## src/rtl/core_array_ctrl.sv

```systemverilog
// rtl/core_array_ctrl.sv - core-array control: misc opcode decode, enable mask, global regs, output serializer
//
// Ports:
//   clk, rst_n        clock (rising edge) and asynchronous active-low reset
//   opcode, execute   opcode and its valid strobe
//   accu_flat         core accumulators, core i at [i*2*BIT_WIDTH +: 2*BIT_WIDTH]
//   core_execute      per-core execute strobe (execute gated by the enable mask)
//   global_regs_flat  global registers, reg g at [g*BIT_WIDTH +: BIT_WIDTH]
//   output_bit        serialised accumulator bit, LSB first
//   valid_bit         output_bit valid this cycle
//   out_busy          serializer cannot accept a new output command
//   out_overrun       sticky: an output command was dropped while busy
module core_array_ctrl #(
    parameter int NR_CORES   = 4,
    parameter int BIT_WIDTH  = 8,
    parameter int NR_GLOBALS = 9,
    parameter int OUT_BITS   = 1
) (
    input  logic                             clk,
    input  logic                             rst_n,
    input  logic [15:0]                      opcode,
    input  logic                             execute,
    input  logic [NR_CORES*2*BIT_WIDTH-1:0]  accu_flat,
    output logic [NR_CORES-1:0]              core_execute,
    output logic [NR_GLOBALS*BIT_WIDTH-1:0]  global_regs_flat,
    output logic                             output_bit,
    output logic                             valid_bit,
    output logic                             out_busy,
    output logic                             out_overrun
);

    localparam int AW = 2 * BIT_WIDTH;
    localparam int CW = $clog2(OUT_BITS + 1);

    typedef enum logic {S_IDLE, S_SHIFT} state_t;

    state_t               state;
    logic [NR_CORES-1:0]  mask;
    logic [NR_CORES-1:0]  mask_nx;
    logic [BIT_WIDTH-1:0] glob [NR_GLOBALS];
    logic [OUT_BITS-1:0]  shreg;
    logic [CW-1:0]        remain;      // bits still to emit after the one presented

    logic                 misc;
    logic [4:0]           idx;
    int                   idx_i;
    logic                 core_ok;
    logic                 glob_ok;
    logic [AW-1:0]        src;
    logic                 src_ok;
    logic [OUT_BITS-1:0]  accu_sel;
    logic                 store_en;
    logic                 out_cmd;
    logic                 accept;

    assign misc    = execute && (opcode[15:14] == 2'b11);
    assign idx     = opcode[13:9];
    assign idx_i   = {27'd0, idx};
    assign core_ok = idx_i < NR_CORES;
    assign glob_ok = idx_i < NR_GLOBALS;

    assign core_execute = {NR_CORES{execute}} & mask;

    // Descending scan so the lowest enabled core is the last one to win.
    always_comb begin
        src      = '0;
        src_ok   = 1'b0;
        accu_sel = '0;
        for (int i = NR_CORES - 1; i >= 0; i--) begin
            if (mask[i]) begin
                src    = accu_flat[i*AW +: AW];
                src_ok = 1'b1;
            end
            if (idx_i == i) begin
                accu_sel = accu_flat[i*AW +: OUT_BITS];
            end
        end
    end

    always_comb begin
        mask_nx = mask;
        case (opcode[6:5])
            2'b01: begin
                if (core_ok) begin
                    for (int i = 0; i < NR_CORES; i++) mask_nx[i] = (idx_i == i);
                end
            end
            2'b10: mask_nx = '1;
            2'b11: begin
                for (int i = 0; i < NR_CORES; i++) mask_nx[i] = mask[i] ^ (idx_i == i);
            end
            default: mask_nx = mask;
        endcase
    end

    assign store_en = misc && opcode[7] && src_ok && glob_ok;
    assign out_cmd  = misc && opcode[4] && core_ok;
    assign accept   = out_cmd && !out_busy;

    always_ff @(posedge clk or negedge rst_n) begin
        if (!rst_n) begin
            mask <= '1;
            for (int g = 0; g < NR_GLOBALS; g++) glob[g] <= '0;
        end else begin
            if (misc) mask <= mask_nx;
            if (store_en) begin
                for (int g = 0; g < NR_GLOBALS; g++) begin
                    if (idx_i == g) glob[g] <= src[BIT_WIDTH-1:0];
                end
            end
        end
    end

    // Serializer. A command is accepted while the final bit is presented,
    // so consecutive streams can run with no valid gap.
    always_ff @(posedge clk or negedge rst_n) begin
        if (!rst_n) begin
            state       <= S_IDLE;
            shreg       <= '0;
            remain      <= '0;
            output_bit  <= 1'b0;
            valid_bit   <= 1'b0;
            out_busy    <= 1'b0;
            out_overrun <= 1'b0;
        end else begin
            if (out_cmd && out_busy) out_overrun <= 1'b1;
            if (accept) begin
                state      <= S_SHIFT;
                output_bit <= accu_sel[0];
                shreg      <= accu_sel >> 1;
                remain     <= CW'(OUT_BITS - 1);
                valid_bit  <= 1'b1;
                out_busy   <= (OUT_BITS > 1);
            end else begin
                case (state)
                    S_SHIFT: begin
                        if (remain != '0) begin
                            output_bit <= shreg[0];
                            shreg      <= shreg >> 1;
                            remain     <= remain - CW'(1);
                            out_busy   <= (remain > CW'(1));
                        end else begin
                            state      <= S_IDLE;
                            valid_bit  <= 1'b0;
                            output_bit <= 1'b0;
                        end
                    end
                    default: ;
                endcase
            end
        end
    end

    for (genvar g = 0; g < NR_GLOBALS; g++) begin : g_glob
        assign global_regs_flat[g*BIT_WIDTH +: BIT_WIDTH] = glob[g];
    end

    logic unused_bits;
    assign unused_bits = ^{opcode[8], opcode[3:0], src[AW-1:BIT_WIDTH]};

endmodule

```

## config.mk

```make
export PLATFORM = sky130hd
export DESIGN_NAME = core_array_ctrl
export DESIGN_NICKNAME = d
export VERILOG_FILES = /design/src/rtl/core_array_ctrl.sv
export SDC_FILE = /design/constraint.sdc
export NUM_CORES = 1
export LEC_CHECK = 0
export CORE_AREA = 10 10 104 106
export CTS_CLUSTER_SIZE = 14
export DETAILED_ROUTE_END_ITERATION = 8
export DIE_AREA = 0 0 114 116
export PLACE_DENSITY = 0.79
export SYNTH_ARGS = -nofsm -noshare
export SYNTH_HDL_FRONTEND = slang
export SYNTH_SLANG_ARGS = --single-unit
```

## constraint.sdc

```tcl
create_clock -name clk -period 2.7 [get_ports clk]
set_clock_uncertainty 0.2 [all_clocks]
set_input_delay 0.675 -clock clk [delete_from_list [all_inputs] [get_ports clk]]
set_output_delay 0.675 -clock clk [all_outputs]
set_load 0.005 [all_outputs]
```

# After elaboration in Yosys (flattened, before gate mapping)
# Index checks and enable logic that the tools add are counted.
totals:
  ff_bits: 83
  output_inout_bits: 80
  elab_cells: 97
op_classes:
  n_addsub: 1
  magnitude_cmp: 3
  n_eq_ne: 14
  n_mux: 32
  n_bitwise: 5
  n_reduce_logical: 25
op_table:
  columns: ["op", "n"]
  rows:
  - ["$logic_not A32 Y1", 1]
  - ["$mux W8", 4]
  - ["$mux W1", 26]
  - ["$reduce_and A2 Y1", 11]
  - ["$eq A5 B4 Y1 const B", 4]
  - ["$pmux W4 S3", 1]
  - ["$eq A5 B3 Y1 const B", 2]
  - ["$logic_and A1 B1 Y1", 8]
  - ["$eq A2 B2 Y1 const B", 3]
  - ["$eq A5 B2 Y1 const B", 1]
  - ["$eq A5 B5 Y1 const B", 1]
  - ["$lt A5 B3 Y1 const B", 1]
  - ["$lt A5 B4 Y1 const B", 1]
  - ["$and A4 B4 Y4", 1]
  - ["$mux W4", 1]
  - ["$reduce_bool A2 Y1", 2]
  - ["$xor A1 B1 Y1", 4]
  - ["$reduce_and A3 Y1", 1]
  - ["$reduce_bool A3 Y1", 1]
  - ["$eq A2 B1 Y1 const B", 1]
  - ["$ne A2 B1 Y1 const B", 1]
  - ["$ne A2 B2 Y1 const B", 1]
  - ["$gt A1 B1 Y1 const B", 1]
  - ["$logic_not A1 Y1", 1]
  - ["$sub A1 B1 Y1 const B", 1]

# Depth between registers and ports, before layout
# Gate-level depths: netlist of the first run.
depth:
  word_depth: 7
  mapped_depth: 5
  ltp_nobuf: 4

# Least setup slack after synthesis of the first run
# OpenSTA, ideal clock, no wires.
synth_path:
  path_type: "input to register"
  start: "input port opcode[13]"
  end: "register glob (netlist bit global_regs_flat[24])"
  setup_time_ps: 125
  t_arrival_ps: 2059
  required_time_ps: 2375
  path_slack_ps: 315
  path_stages: 5
  path_cell_list: "or3_4 > nor4_4 > and2_1 > buf_6 > mux2_4"
synth_via:
  elab_chain_len: 3
  elab_cells_between_ends: 4
synth_lines:
  columns: ["element", "line", "text"]
  rows:
  - ["start: declaration", "21", "input logic [15:0] opcode,"]
  - ["$lt A5 B4 Y1", "60", "assign glob_ok = idx_i < NR_GLOBALS;"]
  - ["$logic_and A1 B1 Y1", "96", "assign store_en = misc && opcode[7] && src_ok && glob_ok;"]
  - ["$reduce_and A2 Y1 (no line) (*)", null, null]
  - ["end signal: indexed assignment", "108", "if (idx_i == g) glob[g] <= src[BIT_WIDTH-1:0];"]
  - ["end: declaration", "40", "logic [BIT_WIDTH-1:0] glob [NR_GLOBALS];"]
# Mark *: on every way between the ends. The rest lies on a longest branch, timed or not.
# A chain may end at the register's enable or synchronous reset.

# Final worst setup path of the first run
layout_path:
  start: "register mask[1]"
  end: "output port core_execute[1]"
layout_via:
  elab_chain_len: 1
layout_lines:
  columns: ["element", "line", "text"]
  rows:
  - ["start: declaration", "38", "logic [NR_CORES-1:0] mask;"]
  - ["start signal: assignment", "105", "if (misc) mask <= mask_nx;"]
  - ["$and A4 B4 Y4", "62", "assign core_execute = {NR_CORES{execute}} & mask;"]
  - ["end: declaration", "24", "output logic [NR_CORES-1:0] core_execute,"]
# No other way between the ends.

==> run summary, run 1 <==
The distinct cell type count of the synthesized netlist is 41. The final hold violation count is 0. The worst path required time is around 1.8 ns. The count of buffers added by post-CTS timing repair for setup came out at 0.

The TritonCTS buffer count is 9. The share of synthesized registers carrying an async set or reset is 1.000. The overall track demand over capacity in global routing came out at 0.1592.

The worst path meets setup with just under 0.08 ns of slack. The number of flops mapped to enable cells by yosys came out at 0. The DRC violation total after the first TritonRoute iteration is 78.

In this design, the largest share of critical-path delay is due to flip-flops. After legalization and detailed placement, the total HPWL measured 7754 um. The number of vias after detailed routing came out at 2721. The number of antenna violations at the first check in global routing is 0.

The initial core utilization is 0.4136. The routability congestion estimate from global placement came out at around 0.93. Along the worst path, the maximum fanout reaches 22. The max-slew violation total from the final report was 0. The count of buffers from port buffering came out at about 120. The tree built by TritonCTS fans out to 79 sinks. The maximum ir drop on the vdd rail is 0.3178 mV.

The setup slack at placement is -0.1162 ns. The post-synthesis to final-layout area growth is 47.09%. The cell sitting at the root of the clock tree is a clkbuf_8. After detailed routing, the number of remaining DRC violations is 0. The post-detailed-route count of antenna-violating nets is 0. In this run the deepest clock path goes through 2 buffers.

In this run, placement finished with an instance count of 500. The classification of the worst setup path is reg2out. The max-slew headroom at the worst pin is 0.2806. The number of inserted filler cells in the final layout came out at 710. The number of antenna diodes in the final layout is 0. Together, buffers and inverters on the worst path number 1.

The number of search-and-repair iterations in the first detailed-routing pass came out at 4. The number of top-level pins is around 160. The largest single stage delay on the critical path is 0.74 ns.

The pin slew with the least headroom to its limit came out at about 1.1 ns. Setup repair after global routing left no endpoint under its margin. The final global-route overflow total came out at 0. The flow ran to the end, and the final reports show no timing, DRC or antenna violations.

The height of the die came out at between 100 and 150 um. The power density over the cells is slightly above 500 mW/mm^2. The total of endpoints with negative setup slack in the final report is 0. The path class of the tightest hold or removal check is in2async.

The combined area of all synthesized cells is about 0.0036 mm^2. Yosys printed 0 warnings. The flip-flop and latch count after synthesis came out at 79. The number of H-tree levels came out at 3.

Synthesis produced roughly 260 cells. The post-route clock period utilization came out at 0.9712. The count of hold buffers inserted by post-cts repair is 0. The horizontal die dimension came out at between 100 and 150 um. Entering global routing, the biggest net connects between 40 and 50 pins.

In the synthesized netlist the dominant register cell turns out to be dfrtp_1. The detailed-route vias per instance came out at 5.273. The number of max-capacitance violations reported came out at 0. The fraction of layout instances using a drive strength above 1 is 0.3137. The die footprint came out at roughly 0.013 mm^2. Among all stages on the critical path, the largest delay is contributed by dfstp_4. The final wirelength came out at between 10000 and 15000 um. The final-stage net count is roughly 500. After detailed routing, the average wire length per cell comes to 20.31 um. The clock tree from TritonCTS is done. Subtracting the final worst setup slack from the clock period gives roughly 2.6 ns.

The total area of sequential cells is between 0.0015 and 0.002 mm^2. In this run the mean area of a mapped cell was roughly 14 um^2. The signal on the critical path passes through and2_1 > clkdlybuf4s50_1.

After clock tree synthesis, the clock-pin slew on the worst setup and hold paths is around 0.080 ns. The data arrival time of the critical path came out at about 1.8 ns. Summing all multi-input logic gate instances after layout gives approximately 0.0015 mm^2. The maximum clock frequency is 381.4 MHz.

The clock reaches the later pin of the worst-skew pair after approximately 0.34 ns. The core box area came out at around 0.0087 mm^2. The standard-cell row count is 34. STA classifies the critical path endpoint as an output port. The leakage power figure came out at 2.390 nW.

The first global-routing pass estimated about 16000 um of wire. The number of global-route vias before repair is just under 3000. The sequential share of the synthesized area is 0.5521. Excluding fillers, the count of instances in the completed layout stands at 516. The category of the worst setup path launch point is a flip-flop.
-- state kept, by name, indices dropped and copies added (netlist names) --
signal            cells
global_regs_flat     72
mask                  4
output_bit            1
state                 1
valid_bit             1
-- cells in the final DEF, fill, tap and decap left out, types with 2 or more instances in the layout --
cell type        count
nand2_1             12
conb_1               2
o31ai_2              8
mux2_2              62
buf_4               16
clkdlybuf4s50_1    121
nor3_1               3
clkinv_2             2
clkbuf_8            10
dfstp_2              3
nand2b_1             2
inv_1                3
o22ai_1              4
dfrtp_1             75
o21ai_0              4
mux2_4               8
nor2b_1             12
a211oi_1             4
nand3_1              3
a221oi_1             8
a21oi_1              3
nand2_2              5
and2_1               6
and3_1               4
buf_12               4
mux2_1               2
-- layer usage --
metal  part of all wire  global-route usage
met5                  0                   0
met2               0.48              0.2525
met1               0.40              0.1897
met3               0.11             0.07080
met4              0.018             0.05180
-- area by class of cell --
| type | count | share of cell area |
|---|---|---|
| clock buffers | 11 | 0.02678 |
| flip-flops and latches | 79 | 0.3761 |
| well taps | 108 | 0.02559 |
| multi-input cells | 168 | 0.2898 |
| repair buffers | 142 | 0.2690 |
| clock inverters | 5 | 0.01066 |
| inverters | 3 | 0.002133 |
-- what timing repair did --
action / in CTS / in global routing
resized for setup: 1 / 1
setup endpoints to repair: 4 / 1
gates cloned: 0 / 0
-- path summary, 6_finish.rpt --
| kind | start | end | slack [ns] | cells past startpoint |
|---|---|---|---|---|
| min in group clk | state | valid_bit | 0.26 | 1 |
| min | rst_n | global_regs_flat[12] | 0.05 | 1 |
| max in group asynchronous | rst_n | global_regs_flat[18] | 1.64 | 2 |
| min reg2reg | state | valid_bit | 0.26 | 1 |
| max | mask[1] | core_execute[1] | 0.08 | 2 |
| max reg2reg | mask[3] | global_regs_flat[23] | 0.22 | 5 |
-- worst register-to-register path: cells and delay by family, from the launching register on --
family,cells,cell delay [ns]
AND/OR/NAND/NOR,1,0.14
buffers and inverters,1,0.16
multiplexers,1,0.32
flip-flops,1,0.61
AO/OA/AOI/OAI,2,1.00
-- synthesized netlist by cell type, drive strengths merged (2+ instances only) --
master	instances	area (um^2)
dfrtp	75	1877
mux2	72	840.8
nand2	17	76.32
nor2b	12	75.07
clkbuf	9	33.78
o31ai	9	107.6
a221oi	8	70.07
and2	6	37.54
buf	5	36.28
a211oi	4	30.03
and3	4	25.02
dfstp	4	105.1
nor3	4	31.28
o21ai	4	20.02
o22ai	4	25.02
a21oi	3	15.01
inv	3	11.26
nand3	3	15.01
nand2b	2	12.51
nor2	2	10.01
nor4	2	33.78
-- metrics by stage --
stage	setup TNS [ns]	hold slack (ns)	power (mW)	utilization	cell area, um^2
finish	0	0.05237	2.659	0.6084	5280
global route	0	0.06361	2.791	0.6084	5280
CTS	0	0.05750	2.705	0.6080	5276
detailed placement	-3.116	0.2441	1.821	0.5854	5080
global placement	-1.997	0.2468	1.804	0.5854	5080
floorplan	0	0.1794	1.508	-	3593
-- where the power goes --
group / internal (mW) / switching [mW]
Sequential: 1.23 / 0.0447
Combinational: 0.237 / 0.275
Clock: 0.453 / 0.419
Total: 1.92 / 0.738
-- cells by family (layout without fill, tap and decap cells) --
family                 count (synthesis)  after routing  synth area share
buffers and inverters                 17            161           0.02265
DFF                                   79             79            0.5521
and+or+nand+nor                       59             59            0.1046
AOI/OAI and AO/OA                     34             34           0.07912
muxes                                 73             73            0.2405
other                                  1              2          0.001045
Note: power is estimated with default switching activity, not from simulation.
==> run 2: changes to the inputs <==
--- a/config.mk
+++ b/config.mk
@@ -10,6 +10,7 @@
 export DETAILED_ROUTE_END_ITERATION = 8
 export DIE_AREA = 0 0 114 116
 export PLACE_DENSITY = 0.79
+export SLEW_MARGIN = 20
 export SYNTH_ARGS = -nofsm -noshare
 export SYNTH_HDL_FRONTEND = slang
 export SYNTH_SLANG_ARGS = --single-unit
==> results of run 2 <==
No change in the layout: final DEF, timing and power equal those of run 1.
